$ cat src/rtl/sindoku_ssd_scan.sv
// Eight-digit seven-segment scan driver with a tear-free double buffer.
// Define SSD_BLINK_EN to build the cursor-digit blink logic.
module sindoku_ssd_scan #(
  parameter int unsigned SCAN_BITS  = 18,
  parameter int unsigned BLINK_BITS = 25
) (
  input  logic        board_clk,
  input  logic        Reset,
  input  logic        load,
  input  logic [31:0] digits_in,
  input  logic [7:0]  blank_in,
  input  logic [7:0]  dp_in,
  input  logic [2:0]  cursor_in,
  output logic [7:0]  An,
  output logic [7:0]  Cath,
  output logic        frame_start
);

  localparam int unsigned CNT_W = SCAN_BITS + 3;

  typedef struct packed {
    logic [31:0] digits;
    logic [7:0]  blank;
    logic [7:0]  dp;
    logic [2:0]  cursor;
  } disp_t;

  localparam disp_t DISP_RST = '{digits: 32'h0, blank: 8'hFF, dp: 8'h00, cursor: 3'h0};

  logic [CNT_W-1:0]     scan_cnt_q, scan_cnt_d;
  disp_t                pend_q, pend_d;
  disp_t                act_q, act_d;
  disp_t                in_s;
  logic [7:0]           an_q, an_d;
  logic [7:0]           cath_q, cath_d;
  logic                 frame_start_q, frame_start_d;
  logic                 eof;
  logic [2:0]           digit_idx;
  logic [SCAN_BITS-1:0] slot_off;
  logic [3:0]           nib;
  logic [6:0]           seg_n;
  logic                 blink_dark;
  logic                 dark;

  assign in_s      = {digits_in, blank_in, dp_in, cursor_in};
  assign eof       = &scan_cnt_q;
  assign digit_idx = scan_cnt_q[CNT_W-1 -: 3];
  assign slot_off  = scan_cnt_q[SCAN_BITS-1:0];

`ifdef SSD_BLINK_EN
  logic [BLINK_BITS-1:0] blink_cnt_q, blink_cnt_d;
  logic                  blink_off_q, blink_off_d;

  // Phase flips on each wrap of the blink counter; starts in the lit phase.
  always_comb begin
    blink_cnt_d = blink_cnt_q + BLINK_BITS'(1);
    blink_off_d = blink_off_q;
    if (&blink_cnt_q) begin
      blink_off_d = ~blink_off_q;
    end
  end

  always_ff @(posedge board_clk or posedge Reset) begin
    if (Reset) begin
      blink_cnt_q <= '0;
      blink_off_q <= 1'b0;
    end else begin
      blink_cnt_q <= blink_cnt_d;
      blink_off_q <= blink_off_d;
    end
  end

  assign blink_dark = blink_off_q && (digit_idx == act_q.cursor);
`else
  logic unused_ok;
  assign unused_ok  = ^{act_q.cursor, 32'(BLINK_BITS)};
  assign blink_dark = 1'b0;
`endif

  // Pending captures every load; active takes pending (or a coincident load) at end of frame.
  always_comb begin
    scan_cnt_d = scan_cnt_q + CNT_W'(1);
    pend_d     = pend_q;
    act_d      = act_q;
    if (load) begin
      pend_d = in_s;
    end
    if (eof) begin
      act_d = pend_d;
    end
  end

  // Active-low {a,b,c,d,e,f,g} hex decode.
  always_comb begin
    nib   = act_q.digits[{digit_idx, 2'b00} +: 4];
    seg_n = 7'h7F;
    case (nib)
      4'h0: seg_n = 7'b0000001;
      4'h1: seg_n = 7'b1001111;
      4'h2: seg_n = 7'b0010010;
      4'h3: seg_n = 7'b0000110;
      4'h4: seg_n = 7'b1001100;
      4'h5: seg_n = 7'b0100100;
      4'h6: seg_n = 7'b0100000;
      4'h7: seg_n = 7'b0001111;
      4'h8: seg_n = 7'b0000000;
      4'h9: seg_n = 7'b0000100;
      4'hA: seg_n = 7'b0001000;
      4'hB: seg_n = 7'b1100000;
      4'hC: seg_n = 7'b0110001;
      4'hD: seg_n = 7'b1000010;
      4'hE: seg_n = 7'b0110000;
      4'hF: seg_n = 7'b0111000;
      default: seg_n = 7'h7F;
    endcase
  end

  // Offset 0 of every slot is a dead cycle so the previous digit cannot ghost.
  always_comb begin
    an_d          = 8'hFF;
    cath_d        = 8'hFF;
    dark          = act_q.blank[digit_idx] || (slot_off == '0) || blink_dark;
    frame_start_d = (scan_cnt_q == CNT_W'(1));
    if (!dark) begin
      an_d   = ~(8'(1) << digit_idx);
      cath_d = {seg_n, ~act_q.dp[digit_idx]};
    end
  end

  always_ff @(posedge board_clk or posedge Reset) begin
    if (Reset) begin
      scan_cnt_q    <= '0;
      pend_q        <= DISP_RST;
      act_q         <= DISP_RST;
      an_q          <= 8'hFF;
      cath_q        <= 8'hFF;
      frame_start_q <= 1'b0;
    end else begin
      scan_cnt_q    <= scan_cnt_d;
      pend_q        <= pend_d;
      act_q         <= act_d;
      an_q          <= an_d;
      cath_q        <= cath_d;
      frame_start_q <= frame_start_d;
    end
  end

  assign An          = an_q;
  assign Cath        = cath_q;
  assign frame_start = frame_start_q;

endmodule

$ cat config.mk
export PLATFORM = sky130hd
export DESIGN_NAME = sindoku_ssd_scan
export DESIGN_NICKNAME = d
export VERILOG_FILES = /design/src/rtl/sindoku_ssd_scan.sv
export SDC_FILE = /design/constraint.sdc
export NUM_CORES = 1
export LEC_CHECK = 0
export CAP_MARGIN = 5
export CORE_MARGIN = 1.5
export CORE_UTILIZATION = 35
export DETAILED_ROUTE_END_ITERATION = 10
export MAX_ROUTING_LAYER = met4
export PLACE_DENSITY = 0.65
export SYNTH_ARGS = -nofsm -noshare
export SYNTH_HDL_FRONTEND = slang
export SYNTH_SLANG_ARGS = --single-unit
$ cat constraint.sdc
create_clock -name board_clk -period 8.9 [get_ports board_clk]
set_input_delay 2.67 -clock board_clk [delete_from_list [all_inputs] [get_ports board_clk]]
set_output_delay 2.67 -clock board_clk [all_outputs]
set_load 0.01 [all_outputs]
==> results.toml, run 1 <==
[outcome]
outcome = "finished, final reports clean"

[die]
rows = 46
die_y_um = 131
core_mm2 = 0.0160
start_util = 0.361
io_pins = 71
die_w_um = 131
dieArea_mm2 = 0.0173

[global_route]
grt.busiest_layer = "met2"
grt_max_degree = 83
grt_use_met1 = 0.172
met3_usage = 0.0436
grt_pass1_vias = 3552
grt_pass1_wl_mm = 18.2
grt_use_total = 0.139
antenna_found_initial = 0
overflow = 0
grt_util_met2 = 0.210

[setup_path]
path_cells = "clkdlybuf4s50_1"
path_buf_inv = 1
cp_data_arrival_time_ns = 1.48
cp-start-kind = "flip-flop"
worstSetupEndpointType = "primary output"
critPathMaxFanout = 1
critPathSlowestCell = "dfstp_2"
slowest_delay_ns = 0.54
critPathRequiredTime_ns = 6.23
cp_top_family = "flip-flops"
path_class = "reg2out"

[clock_network]
cts_hold_buf = 0
clockBufferDepth = 2
cts_root_buf = "clkbuf_16"
clk_latency_ns = 0.41
path_clk_slew_ns = 0.06
cts-resized-gates = 0
htree_levels = 4
cts_setup_buffers = 0
cts_tree = "done"
cts_sinks = 134
cts_inserted_buffers = 17

[sta]
final.setup_skew_ns = 0.00496
fin_tns_setup_ns = 0
tightest_slew_ns = 1.16
maxSlewViolCount = 0
slew_headroom = 0.229
hold_ws_ns = 0.492
setup_viol = 0
hold_violations = 0
max_freq_ghz = 0.241
rsz0062_at_grt = "no"
finalCritPeriodShare = 0.466
layout_min_cycle_time_ns = 4.15

[pwr]
seqPwrFrac = 0.407
switching_share = 0.190
power.share.clock = 0.524
power_frac_comb = 0.069
power.switching_w = 0.000311
p_leak_nw = 3.19
p_int_w = 0.00132
vdd_ir_drop_max_uv = 133
power_w = 0.00163
power_density_mw_per_mm2 = 222

[detailed_routing]
num_vias = 3197
wl_per_cell_um = 15.7
via_per_inst = 4.74
drtAntennaViolNets = 0
dr.first_iter.drc_count = 139
drt_wl_total_mm = 10.6
first_pass_iters = 4
drc = 0

[placement]
port_buffers = 67
hpwlAfterDp_mm = 7.01
place_area_mm2 = 0.00662
place.gp.congestion = 0.765

[synth]
synth_area_mm2 = 0.00577
yosys_register_bits = 134
ys_top_cells_by_area = "dfrtp_1 44%, mux2_2 15%, dfstp_2 15%"
yosysWarnings = 0
yosysTopAreaCellShare = 0.442
yosys.area.top_type = "dfrtp_1"
seq_area_frac_synth = 0.588
synth.distinct_cells = 39
synth.avg_cell_area_um2 = 15.4
syn_nets = 438
postSynthCellCount = 375

[finish]
postLayoutCoreUtil = 0.460
nNetsFinal = 509
drive_above_1_share = 0.407
design_area_mm2 = 0.00736
n_antenna_cell = 0
area_growth_pct = 27.5

[worst_hold_path]
hold_class = "reg2reg"

[run]
max-cap-violations = 0
-- through the flow --
stage | instances | setup WS [ns]
6_report | 675 | 4.75
5_1_grt | 675 | 4.52
4_1_cts | 675 | 4.72
3_5_place_dp | 643 | 4.27
3_3_place_gp | 643 | 4.35
2_1_floorplan | 375 | 2.70
-- path summary, 6_finish.rpt --
path / startpoint / end / slack, ns / depth (start not counted)
setup / recovery: Cath[0]$_DFF_PP1_ / Cath[0] / 4.75 / 1
hold / removal: pend_q[22]$_DFF_PP0_ / pend_q[22]$_DFF_PP0_ / 0.49 / 1
setup reg to reg: scan_cnt_q[19]$_DFF_PP0_ / act_q[31]$_DFFE_PP0P_ / 6.06 / 3
hold reg to reg: pend_q[22]$_DFF_PP0_ / pend_q[22]$_DFF_PP0_ / 0.49 / 1
max in group asynchronous: Reset / act_q[36]$_DFFE_PP0P_ / 4.83 / 3
min in group asynchronous: Reset / pend_q[6]$_DFF_PP0_ / 2.83 / 2
-- registers in the layout (all words and copies together), names as in the netlist --
name / cells
frame_start: 1
act_q: 48
pend_q: 48
scan_cnt_q: 21
Cath: 8
An: 8
-- per-layer routing --
metal	part of all wire	wire [µm]	vias up
met3	0.038	406	19
li1	-	-	1478
met4	0.026	273	0
met5	0	0	-
met1	0.46	4860	1635
met2	0.48	5060	65
-- area by class of cell --
cell class                      instances  area, µm²
Clock buffer                           20        467
Clock inverter                         12        270
Fill cell                            1426       8640
Inverter                                7       28.8
Multi-Input combinational cell        217       2250
Sequential cell                       134       3390
Tap cell                              216        270
Timing Repair Buffer                   69        681
-- cell usage in the layout, fill, tap and decap left out, types with 3 or more instances in the layout --
master and count:
dfrtp_1 102, mux2_2 79, clkdlybuf4s50_1 66, dfstp_2 32
mux2_4 21, nand2_1 18, clkbuf_16 17, xnor2_1 12
mux4_2 12, nor2_1 9, ha_1 9, nand3_1 8
bufinv_16 8, xor2_1 7, inv_1 6, mux2i_1 5
nand4_1 4, nor4_1 4, clkinvlp_4 4, and4_1 3
nand2b_1 3, clkbuf_8 3
-- synth_stat cells (all sizes together) --
cell,n
a21oi,2
and2,1
and3,1
and4,3
buf,14
clkbuf,3
dfrtp,102
dfstp,32
ha,9
inv,7
mux2,101
mux2i,5
mux4,12
nand2,18
nand2b,3
nand3,8
nand4,6
nor2,9
nor2b,2
nor3,2
nor4,4
nor4bb,1
o211a,1
o211ai,2
o21ai,2
o221ai,3
o22ai,1
or2,2
xnor2,12
xor2,7
-- power groups by stage --
stage / sequential (W) / combinational, W / clock, W
finish: 0.000665 / 0.000113 / 0.000856
global route: 0.000669 / 0.000124 / 0.000901
floorplan: 0.000673 / 0.0000679 / 0
CTS: 0.000665 / 0.000115 / 0.000874
detailed placement: 0.000675 / 0.000115 / 0
global placement: 0.000674 / 0.000111 / 0
-- cells by family after synthesis --
kind of cell,count (synthesis),synth area share
simple gates,60,0.0572
flops,134,0.588
buf+inv,24,0.0243
xor+xnor,19,0.0288
mux,118,0.266
fa+ha+maj,9,0.0195
compound gates,11,0.0165
Power figures use the tool's default switching activity.
==> inputs of run 2 (changes only) <==
--- a/config.mk
+++ b/config.mk
@@ -10,7 +10,7 @@
 export CORE_UTILIZATION = 35
 export DETAILED_ROUTE_END_ITERATION = 10
 export MAX_ROUTING_LAYER = met4
-export PLACE_DENSITY = 0.65
+export PLACE_DENSITY = 0.67
 export SYNTH_ARGS = -nofsm -noshare
 export SYNTH_HDL_FRONTEND = slang
 export SYNTH_SLANG_ARGS = --single-unit
==> constraint.sdc (replaced) <==
create_clock -name board_clk -period 3.8 [get_ports board_clk]
set_input_delay 1.14 -clock board_clk [delete_from_list [all_inputs] [get_ports board_clk]]
set_output_delay 1.14 -clock board_clk [all_outputs]
set_load 0.01 [all_outputs]
==> run 2 against run 1 <==
Net effect:
- sequential power grew 130%
- total power grew 100%
- first-iteration DRC count shrank 26%
- clock skew grew 0.0065 ns
- combinational power grew 140%
- setup slack lost 3.7 ns
- cell count grew 0.59%
- global-route usage grew 0.27 points
- non-clock buffer count grew 4
- critical endpoint is now Cath[4]$_DFF_PP1_
- largest cell class unchanged
==> results.toml, run 2 (synthesis gave the netlist of run 1 again) <==
[clock_network]
clk_latency_ns = 0.42
cts_sinks = 134
clockBufferDepth = 2
cts_inserted_buffers = 17
cts_setup_buffers = 0
htree_levels = 4
cts-resized-gates = 0
cts_hold_buf = 0
cts_root_buf = "clkbuf_16"
path_clk_slew_ns = 0.05
cts_tree = "done"

[die]
rows = 46
die_w_um = 131
core_mm2 = 0.0160
dieArea_mm2 = 0.0173
io_pins = 71
start_util = 0.361
die_y_um = 131

[global_route]
grt_pass1_wl_mm = 18.4
antenna_found_initial = 0
overflow = 0
grt_pass1_vias = 3636
grt_max_degree = 63
grt_use_total = 0.142

[sta]
finalCritPeriodShare = 0.723
setup_viol = 0
rsz0062_at_grt = "no"
hold_violations = 0
hold_ws_ns = 0.492
layout_min_cycle_time_ns = 2.75
max_freq_ghz = 0.364
final.setup_skew_ns = 0.0115
tightest_slew_ns = 0.872
fin_tns_setup_ns = 0
slew_headroom = 0.402
maxSlewViolCount = 0
worst_slack_ns = 1.05

[setup_path]
critPathRequiredTime_ns = 4.12
critPathMaxFanout = 10
path_class = "reg2reg"
cp_data_arrival_time_ns = 3.07
worstSetupEndpointType = "flip-flop"
cp-start-kind = "flip-flop"
r2r_start = "scan_cnt_q[18]$_DFF_PP0_"
cp-startpoint = "scan_cnt_q[18]$_DFF_PP0_"

[placement]
hpwlAfterDp_mm = 7.19
pre_cts_ws_ns = 1.02
port_buffers = 67
place_inst = 647
place.gp.congestion = 0.796

[detailed_routing]
wl_met3_um = 392
dr.first_iter.drc_count = 103
wl_per_cell_um = 15.8
top_layer = "met4"
first_pass_iters = 4
wl_met2_mm = 5.42
drtAntennaViolNets = 0
drc = 0
drt_wl_total_mm = 10.7
via_per_inst = 4.70
num_vias = 3191
met1_length_mm = 4.74

[worst_hold_path]
min_from = "pend_q[41]$_DFF_PP0_"
hold_class = "reg2reg"

[finish]
reg.largest.list = "act_q x48, pend_q x48, scan_cnt_q x21"
final_common_cell = "dfrtp_1"
n_antenna_cell = 0
nNetsFinal = 513
final_cell_mix = "102 x dfrtp_1, 79 x mux2_2, 66 x clkdlybuf4s50_1"
stdcell_count = 679
area_growth_pct = 25.0
postLayoutCoreUtil = 0.451
drive_above_1_share = 0.397

[pwr]
vdd_ir_drop_max_uv = 300
power_density_mw_per_mm2 = 455
p_leak_nw = 3.14

[outcome]
outcome = "finished, final reports clean"

[run]
max-cap-violations = 0
## run 2: per-stage QoR
step / power [W] / area (µm²)
4_1_cts: 0.00333 / 7220
3_3_place_gp: 0.00185 / 6690
3_5_place_dp: 0.00186 / 6690
6_report: 0.00328 / 7220
5_1_grt: 0.00343 / 7220
2_1_floorplan: 0.00174 / 5780
## run 2: report_power, final
| part | internal (W) | switching, W | leakage (nW) |
|---|---|---|---|
| clock | 0.000898 | 0.000556 | 0.262 |
| sequential | 0.00153 | 0.0000279 | 1.61 |
| combinational | 0.000160 | 0.000111 | 1.26 |
## run 2: worst max-delay path: stages, from the launching register on
cell	delay [ns]
dfrtp_1	0.73
mux4_2	0.61
mux2i_1	0.40
inv_1	0.19
ha_1	0.28
mux2_2	0.28
nor2_1	0.09
o21ai_1	0.07
## run 2: worst paths after layout
check / to / slack (ns) / cells after the start
worst min-delay path: pend_q[41]$_DFF_PP0_ / 0.49 / 1
worst min register to register: pend_q[41]$_DFF_PP0_ / 0.49 / 1
min in group asynchronous: frame_start$_DFF_PP0_ / 1.15 / 2
max in group asynchronous: act_q[18]$_DFFE_PP1P_ / 1.95 / 3
worst max-delay path: Cath[4]$_DFF_PP1_ / 1.05 / 7
worst max register to register: Cath[4]$_DFF_PP1_ / 1.05 / 7
## run 2: per-layer routing
layer,up-vias,global-route usage
met2,61,0.228
met1,1626,0.167
met5,-,-
met4,0,0.0506
met3,16,0.0463
li1,1488,-
## run 2: layout make-up
class                           count  area, µm²
Timing Repair Buffer               73        748
Inverter                            7       30.0
Multi-Input combinational cell    217       2250
Tap cell                          216        270
Clock inverter                      4       20.0
Sequential cell                   134       3390
Fill cell                        1449       8780
Clock buffer                       28        507
